--- src/rtl/i2s_tx.sv ---
// I2S transmitter: derives mclk/sck/lrck from one free-running counter
// and serialises a double-buffered stereo sample pair, MSB first.
module i2s_tx #(
  parameter int DATA_W = 16
) (
  input  logic              clk,
  input  logic              rst,
  input  logic [DATA_W-1:0] s_left,
  input  logic [DATA_W-1:0] s_right,
  input  logic              s_valid,
  output logic              s_ready,
  output logic              sample_tick,
  output logic              underrun,
  output logic              mclk,
  output logic              sck,
  output logic              lrck,
  output logic              sdout
);

  localparam logic [5:0] LP_DW = 6'(DATA_W);

  logic [10:0]       r_cnt;
  logic              r_full;
  logic [DATA_W-1:0] r_buf_l;
  logic [DATA_W-1:0] r_buf_r;
  logic [DATA_W-1:0] r_frm_l;
  logic [DATA_W-1:0] r_frm_r;
  logic              r_sdout;
  logic              r_tick;
  logic              r_under;

  logic [10:0]       w_cnt_nx;
  logic              w_fs;
  logic              w_acc;
  logic              w_load;
  logic [4:0]        w_slot;
  logic [DATA_W-1:0] w_word;
  logic [5:0]        w_idx;
  logic [DATA_W-1:0] w_mask;
  logic              w_in;
  logic              w_bit;

  assign w_cnt_nx = r_cnt + 11'd1;
  assign w_fs     = (r_cnt == 11'h7FF);
  assign w_acc    = s_valid & ~r_full;
  assign w_load   = w_fs & r_full;

  // Slot and channel of the bit that becomes current on the next edge.
  assign w_slot = w_cnt_nx[9:5];
  assign w_word = w_cnt_nx[10] ? r_frm_r : r_frm_l;
  assign w_idx  = LP_DW - {1'b0, w_slot};
  assign w_mask = DATA_W'(1) << w_idx;
  assign w_in   = (w_slot != 5'd0) && ({1'b0, w_slot} <= LP_DW);
  assign w_bit  = w_in & (|(w_word & w_mask));

  // Free-running frame counter; all serial clocks are taps of it.
  always_ff @(posedge clk or posedge rst) begin
    if (rst) r_cnt <= '0;
    else     r_cnt <= w_cnt_nx;
  end

  // Holding buffer: frame start drains it, otherwise accept when empty.
  always_ff @(posedge clk or posedge rst) begin
    if (rst) begin
      r_full  <= 1'b0;
      r_buf_l <= '0;
      r_buf_r <= '0;
    end else if (w_load) begin
      r_full  <= 1'b0;
    end else if (w_acc) begin
      r_full  <= 1'b1;
      r_buf_l <= s_left;
      r_buf_r <= s_right;
    end
  end

  // Frame registers load both channels together at frame start only.
  always_ff @(posedge clk or posedge rst) begin
    if (rst) begin
      r_frm_l <= '0;
      r_frm_r <= '0;
    end else if (w_load) begin
      r_frm_l <= r_buf_l;
      r_frm_r <= r_buf_r;
    end
  end

  // Frame-start and starvation pulses, one clk wide.
  always_ff @(posedge clk or posedge rst) begin
    if (rst) begin
      r_tick  <= 1'b0;
      r_under <= 1'b0;
    end else begin
      r_tick  <= w_fs;
      r_under <= w_fs & ~r_full;
    end
  end

  // Serial data changes only when a new slot begins (sck falling).
  always_ff @(posedge clk or posedge rst) begin
    if (rst)                        r_sdout <= 1'b0;
    else if (w_cnt_nx[4:0] == 5'd0) r_sdout <= w_bit;
  end

  assign s_ready     = ~r_full;
  assign sample_tick = r_tick;
  assign underrun    = r_under;
  assign mclk        = r_cnt[1];
  assign sck         = r_cnt[4];
  assign lrck        = r_cnt[10];
  assign sdout       = r_sdout;

endmodule

--- config.mk ---
export PLATFORM = sky130hd
export DESIGN_NAME = i2s_tx
export DESIGN_NICKNAME = d
export VERILOG_FILES = /design/src/rtl/i2s_tx.sv
export SDC_FILE = /design/constraint.sdc
export NUM_CORES = 1
export LEC_CHECK = 0
export CAP_MARGIN = 20
export CORE_MARGIN = 1.5
export CORE_UTILIZATION = 35
export CTS_BUF_LIST = sky130_fd_sc_hd__clkbuf_8 sky130_fd_sc_hd__clkbuf_16
export CTS_CLUSTER_SIZE = 12
export DETAILED_ROUTE_END_ITERATION = 16
export PLACE_DENSITY = 0.62
export SYNTH_ARGS = -nofsm -noshare
export SYNTH_HDL_FRONTEND = slang
export SYNTH_SLANG_ARGS = --single-unit
--- constraint.sdc ---
create_clock -name clk -period 7.39 [get_ports clk]
set_clock_uncertainty 0.1 [all_clocks]
set_input_delay 1.478 -clock clk [delete_from_list [all_inputs] [get_ports clk]]
set_output_delay 1.478 -clock clk [all_outputs]
set_load 0.02 [all_outputs]
Word-level counts from Yosys, hierarchy flattened --
Cells that the tools add are included.
Storage, ports and cells: output and inout bits 7, bits in registers 79, input bits 35, word-level logic and storage cells 30
Operators by class: add/sub/neg operators 2, equality and inequality tests 1, order comparisons 1, mux-type cells 3, bitwise gates (word level) 7, shifts and indexed selects 1, reduce and logical (&&, ||, !) cells 6
Operator list (count):
- bitwise AND 16 bit | 1
- 2-to-1 mux 16 bit | 1
- OR reduction 16 bit | 1
- left shift 1 x 6 -> 16 bit (first input constant) | 1
- adder 11 x 1 -> 11 bit (second input constant) | 1
- == test 11 bit (second input constant) | 1
- subtractor 5 x 5 -> 6 bit (first input constant) | 1
- less-or-equal comparator 5 bit (second input constant) | 1
- zero test 5 bit | 1
- nonzero test 5 bit | 1
- bitwise AND 1 bit | 4
- 2-to-1 mux 1 bit | 2
- NOT 1 bit | 2
- AND reduction 2 bit | 1
- nonzero test 2 bit | 1
- logical AND 1 bit | 1

Depth between registers and ports, before layout --
Gate-level depths: netlist (run 1).
word-level depth 6, gate-level depth with buffers 15, mapped depth without buffers 12

Worst setup path before layout (run 1) --
OpenSTA, ideal clock, no wires.
kind reg-to-reg, start point register r_cnt[4], end point register r_sdout, in the netlist sdout, required time 7.186 ns, setup slack 4.020 ns, clock period less this slack 3.370 ns, path buffers 2, stages on the path, launching flop included 15, arrival time 3.166 ns, cell sequence dfrtp_1 -> nand4_1 -> o21a_1 -> or2_2 -> buf_2 -> inv_1 -> ha_1 -> xnor2_1 -> and3_1 -> or2_4 -> buf_6 -> mux2i_1 -> mux4_1 -> a2bb2oi_1 -> o311ai_1
On the way: cells in the longest elaborated chain, start to end 6
Ends and longest elaborated chain:
- from (decl) | RTL line 22 | logic [10:0] r_cnt;
- from (signal assigned) | RTL line 59 | else r_cnt <= w_cnt_nx;
- adder 11 x 1 -> 11 bit (*) | RTL line 43 | assign w_cnt_nx = r_cnt + 11'd1;
- net w_cnt_nx[5] | RTL line 32 | logic [10:0] w_cnt_nx;
- subtractor 5 x 5 -> 6 bit | RTL line 51 | assign w_idx = LP_DW - {1'b0, w_slot};
- left shift 1 x 6 -> 16 bit | RTL line 52 | assign w_mask = DATA_W'(1) << w_idx;
- bitwise AND 16 bit | RTL line 54 | assign w_bit = w_in & (|(w_word & w_mask));
- OR reduction 16 bit | RTL line 54
- bitwise AND 1 bit (*) | RTL line 54
- to (signal assigned) | RTL line 102 | else if (w_cnt_nx[4:0] == 5'd0) r_sdout <= w_bit;
- to (decl) | RTL line 28 | logic r_sdout;
Mark *: on every way through the listed nets, which the timed path passes. The rest lies on a longest branch. A chain may end at the register's enable or synchronous reset.

Final worst setup path (run 1) --
start point register r_cnt[3], end point register r_sdout, in the netlist sdout
On the way: cells in the longest elaborated chain, start to end 6
Ends and longest elaborated chain (RTL line):
- adder 11 x 1 -> 11 bit (*) | 43
- subtractor 5 x 5 -> 6 bit | 51
- left shift 1 x 6 -> 16 bit | 52
- bitwise AND 16 bit | 54
- OR reduction 16 bit | 54
- bitwise AND 1 bit | 54
Mark *: on every way between the ends. The rest lies on a longest branch, timed or not.

==> impl_results.md, run 1 <==
* Status: completed
* Seq/Total Area, Yosys at 0.5400
* Yosys top cell area share at 0.5400
* Finished Core Util at 0.4319
* Layout cells sized above 1 at 0.2945
* Post-synthesis async set-or-reset flop share at 1.000
* HPWL Detailed at 4712 µm
* Largest area contributor in the netlist: dfrtp_1
* Number of global-route vias before repair at roughly 2300
* Antenna diodes at 0
* Core area at 10230 µm²
* Unrepaired setup endpoints after global routing: no
* Average wire per standard cell at 14.35 µm
* PD cells at between 150 and 200 nW/µm²
* Distinct cell type count after synthesis at 51
* Total number of yosys warnings at 0
* I/O pin total at 42
* Ys flop type: dfrtp_1
* Total gr overflow at 0
* Total wire length at roughly 6600 µm
* Worst hold path type: register to register
* First-pass GRT wire length at roughly 11000 µm
* Most common cell in the netlist: dfrtp_1
* Via Count at 2320
* Min Tclk post-route at 3445 ps
* Clk pwr share at 0.381
* CTS Buffer Depth at 2
* Residual DRC at 0
* Die area at 11080 µm²
* MaxCap Viol Count at 0
* Initial antenna violation count at 0
* DRT Pass-1 Iters at 4
* # clock sinks at 79
* Psw at 0.1804 mW
* Final Max Slew Viols at 0
* Die Width at 105.3 µm
* Post_cts resized at 0
* CP startpoint kind: register
* Pre-CTS WS at between 3000 and 4000 ps
* Sequential power share at 0.560
* Crit-path max FO at 12
* Dpl cell area at 4193 µm²
* Critical path data required time at 7530 ps
* Post-DRT Antenna Nets at 0
* Gate Count Post-Synth at 280
* DR vias/cell at 5.022
* Slew margin rel. at 0.6972
* Reg-to-Reg Start: r_cnt[3]
* Synth top cells by count: 79 x dfrtp_1, 65 x mux2_2, 12 x mux2i_1, 12 x nand2_1, 11 x inv_1
* Critical path arrival at roughly 3600 ps
* Syn Nets at around 320
* Final hold violations at 0
* Final Net Count at 358
* Critical Path Sink Type: register
* Critical path launch point: r_cnt[3]
* Clock H-tree levels at 3
* Number of synthesized register bits at 79
* Area delta synth->final at 20.71%
* Total global-route track usage at 0.1286
* Die height at ~110 µm
* Setup Buffers After CTS at 0
* Leak Pwr at 1.938 nW
* Switching share of power at 0.2166
* HP Start: r_buf_l[15]
* Final setup TNS at 0 ps
* Setup violations, final at 0
* Port Buffer Count at around 40
* Cell Area, Synth at 3661 µm²
* FMAX at 290.3 MHz
* CTS tree: yes
* 1st-iter DRT viols at 125
* Largest net degree at the start of global routing at 80
* Starting Density at 0.3578
* Post-CTS Hold Fix Bufs at 0
* Worst-skew pair later-pin latency at 340 ps
* Measured slew at the worst slew-check pin at ~440 ps
* Final WS setup at 3945 ps
* Synth top area cells: dfrtp_1 54%, mux2_2 20%, mux2i_1 3.3%, nand2_1 1.2%, inv_1 1.1%
* FP Rows at 37
* Final Cell Area at 4419 µm²
* Routability cong. at 0.7527
* Crit Path Class: register to register
* Root Buffer: clkbuf_8
* Clk slew on worst S/H paths at 70 ps
* Num CTS Buffers at 9
* Post-Syn Area per Cell at 13.08 µm²
* Internal power at 0.6525 mW
* Comb pwr share at 0.059
* Maximum VDD drop at roughly 0.00013 V
* Final period util at 0.4661
* Post-synth EDFFs at 0
## cell type report
cell class	instances	area, µm²
sequential	79	1977
multi-input combinational	175	1572
tap	136	170.2
clock inverter	6	61.31
clock buffer	10	137.6
timing repair buffer	45	460.4
fill	962	5812
inverter	11	41.29
## placed cells by master, fill, tap and decap left out, drive strengths merged, types with 3 or more instances in the layout
cell           instances
or2                    3
clkbuf                10
a21oi                  5
and4                   3
o21a                   3
mux2i                 12
mux2                  65
clkdlybuf4s50         41
o21ai                  4
nor3                   4
nand2                 12
nor2                   3
dfrtp                 79
nand2b                 3
inv                   14
nand4                  5
and3                   7
buf                    4
xnor2                  5
nand3                  8
nor3b                  3
a2111oi                4
## power groups by stage
| stage | sequential, mW | clock, mW | combinational [mW] |
|---|---|---|---|
| after floorplan | 0.470 | 0 | 0.0262 |
| after detailed placement | 0.476 | 0 | 0.0489 |
| after global routing | 0.470 | 0.348 | 0.0550 |
| after global placement | 0.475 | 0 | 0.0474 |
| after CTS | 0.467 | 0.330 | 0.0489 |
| final | 0.466 | 0.317 | 0.0494 |
## sequential cells by signal, summed over array words and instances (netlist names)
name         cells
r_buf_r         16
r_frm_l         16
sample_tick      1
r_frm_r         16
underrun         1
r_cnt           11
r_full           1
sdout            1
r_buf_l         16
## stage by stage
step,hold slack (ps),power [mW],std cells
6_report,402.6,0.8329,462
4_1_cts,409.7,0.8456,461
3_5_place_dp,392.5,0.5245,445
2_1_floorplan,370.8,0.4965,280
3_3_place_gp,388.0,0.5228,445
5_1_grt,418.6,0.8726,462
## kinds of logic after synthesis
logic type               after synthesis  synth area share
AND/OR/NAND/NOR                       58           0.09536
flip-flops                            79            0.5400
AO/OA/AOI/OAI                         29           0.05844
XOR/XNOR                               7           0.02187
multiplexers                          79            0.2461
adder cells (fa/ha/maj)                2          0.006834
buffers and inverters                 26           0.03144
## worst max-delay path: stages, from the launching register on
cell and delay (ps):
dfrtp_1 490, nand4_1 200, o21a_1 200, or2_2 360, inv_1 200, ha_1 250
xnor2_1 90, and3_1 240, or2_4 320, mux2i_1 150, mux4_1 490, a2bb2oi_1 150
o311ai_1 110
## worst paths after layout
| path | to | slack, ps | cells after the start |
|---|---|---|---|
| worst min register to register | r_frm_l[15] | 400 | 1 |
| worst max-delay path | sdout | 3950 | 12 |
| worst min-delay path | r_frm_l[15] | 400 | 1 |
| worst max register to register | sdout | 3950 | 12 |
| min in group asynchronous | r_buf_r[10] | 1380 | 3 |
| max in group asynchronous | r_buf_r[2] | 5210 | 4 |
## routing by layer
metal | vias up | track usage | part of all wire
met5 | - | 0 | 0
met4 | 0 | 0.04697 | 0.013
met3 | 7 | 0.02968 | 0.027
met2 | 34 | 0.1984 | 0.48
met1 | 1167 | 0.1773 | 0.48
li1 | 1112 | - | -
(Power assumes the default switching activity.)
==> inputs of run 2 (changes only) <==
==> constraint.sdc (replaced) <==
create_clock -name clk -period 3.2 [get_ports clk]
set_clock_uncertainty 0.1 [all_clocks]
set_input_delay 0.64 -clock clk [delete_from_list [all_inputs] [get_ports clk]]
set_output_delay 0.64 -clock clk [all_outputs]
set_load 0.02 [all_outputs]
==> run 2 against run 1 <==
Sequential cell count did not move. Hold slack got worse by 14 ps. Worst setup slack got worse by 3800 ps. Clock power rose by 120%. Final cell count rose by 3.2%. Routed wire length rose by 7.6%. Fmax rose by 12%. Count of clock-buffer cells in the layout rose by 1. First-iteration DRC count fell by 11%. Utilization rose by 1.2 points. Sequential power rose by 130%. Non-clock buffer count rose by 14. Largest cell class unchanged. Largest power group unchanged. Highest routed layer unchanged.
==> impl_results.md, run 2 (synthesis results as in run 1) <==
* Status: completed
* Post-CTS Hold Fix Bufs at 0
* CTS tree: yes
* Number of global-route vias before repair at about 2300
* Comb pwr share at 0.061
* Worst-skew pair later-pin latency at 350 ps
* I/O pin total at 42
* Critical path arrival at 3240 ps
* Leak Pwr at 1.996 nW
* Internal power at between 1 and 1.5 mW
* Layout cells sized above 1 at 0.3490
* Die Width at about 110 µm
* Final hold violations at 0
* Post-DRT Antenna Nets at 0
* FMAX at 324.2 MHz
* Min Hold Slack at 388.4 ps
* Clock H-tree levels at 3
* Final Net Count at roughly 370
* Total global-route track usage at 0.1337
* Average wire per standard cell at 14.95 µm
* Measured slew at the worst slew-check pin at 733.0 ps
* Area delta synth->final at 23.99%
* Crit Path Class: register to register
* Final Cell Area at 4539 µm²
* FP Rows at 37
* HPWL Detailed at 5047 µm
* MaxCap Viol Count at 0
* Die height at 105.3 µm
* Via Count at about 2400
* Worst reg2reg setup slack at 120 ps
* CTS Buffer Depth at 2
* Total wire length at 7133 µm
* DR vias/cell at 5.021
* Die area at 11080 µm²
* Slew margin rel. at 0.5107
* Dpl cell area at 4275 µm²
* Clk pwr share at 0.364
* Largest net degree at the start of global routing at 35
* 1st-iter DRT viols at 111
* Worst hold path type: register to register
* Sequential power share at 0.575
* Port Buffer Count at 41
* Most common cell after layout, fill and taps aside: dfrtp_1
* # clock sinks at 79
* Setup violations, final at 0
* Starting Density at 0.3578
* Min Tclk post-route at 3085 ps
* Total gr overflow at 0
* Root Buffer: clkbuf_8
* CP startpoint kind: register
* Multi-input logic area at about 1600 µm²
* Critical path data required time at roughly 3400 ps
* Seq. cell area at 1981 µm²
* Clk slew on worst S/H paths at 80 ps
* Non-Filler Instances at around 480
* Switching share of power at 0.2258
* Num CTS Buffers at 9
* Pre-CTS WS at between 50 and 60 ps
* Final WS setup at 115.4 ps
* Critical Path Sink Type: register
* PD cells at 412.4 nW/µm²
* DRT Pass-1 Iters at 4
* Core area at between 10000 and 15000 µm²
* Final Max Slew Viols at 0
* Routability cong. at 0.7659
* Initial antenna violation count at 0
* Maximum VDD drop at 0.0002491 V
* Dpl cells at 452
* Antenna diodes at 0
* First-pass GRT wire length at between 10000 and 15000 µm
* Most frequent cells in the layout: 76 x dfrtp_1, 65 x mux2_2, 41 x clkdlybuf4s50_1
* Fillers at 925
* Final period util at 0.9639
* Residual DRC at 0
* Psw at 0.4227 mW
* Crit-path max FO at 6
==> run 2: cell count changes in the layout (fill, tap and decap cells not counted), moves of 2 or more <==
cell and delta:
dfrtp_1 -3, inv_1 -2, dfrtp_2 +3, buf_4 +13, buf_12 +2
==> run 2: timing repair <==
action	in CTS	in global routing
setup endpoints to repair	0	1
gates resized for setup	0	5
setup buffers	0	8
==> run 2: power groups by stage <==
stage | combinational, mW | clock (mW) | sequential [mW]
4_1_cts | 0.117 | 0.710 | 1.08
5_1_grt | 0.125 | 0.754 | 1.08
2_1_floorplan | 0.0606 | 0 | 1.09
3_3_place_gp | 0.113 | 0 | 1.10
3_5_place_dp | 0.116 | 0 | 1.10
6_report | 0.113 | 0.682 | 1.08
==> run 2: worst max-delay path, cell delays in order (launching register included) <==
cell       delay [ps]
dfrtp_2           450
ha_1              220
and4_4            200
nand2_1           100
xor2_2            170
ha_2              220
xnor2_1            80
and3_2            260
or2_4             300
mux2i_1           140
mux4_1            480
a2bb2oi_1         150
o311ai_1          100
==> run 2: worst paths after layout <==
path	start	endpoint	depth (start not counted)
setup / recovery	r_cnt[1]	sdout	12
hold / removal	r_cnt[0]	r_cnt[0]	1
setup reg to reg	r_cnt[1]	sdout	12
hold reg to reg	r_cnt[0]	r_cnt[0]	1
max in group asynchronous	rst	r_cnt[0]	3
min in group asynchronous	rst	r_buf_r[14]	2
==> run 2: cell type report <==
| class | count | area share |
|---|---|---|
| Clock buffer | 11 | 0.03335 |
| Clock inverter | 5 | 0.007166 |
| Inverter | 11 | 0.009096 |
| Multi-Input combinational cell | 176 | 0.3509 |
| Sequential cell | 79 | 0.4363 |
| Tap cell | 136 | 0.03749 |
| Timing Repair Buffer | 59 | 0.1257 |
==> run 2: per-stage QoR <==
stage          utilization  TNS [ps]  power (mW)
3_5_place_dp        0.4179         0       1.215
4_1_cts             0.4359         0       1.905
5_1_grt             0.4437    -15.56       1.964
2_1_floorplan            -         0       1.147
6_report            0.4437         0       1.872
3_3_place_gp        0.4179         0       1.211
==> run 2: routing by layer <==
metal  vias up  share of wire  global-route usage
met4         0          0.012             0.05577
met5         -              0                   0
li1       1139              -                   -
met3         8          0.032             0.03649
met2        52           0.49              0.2054
met1      1196           0.47              0.1784
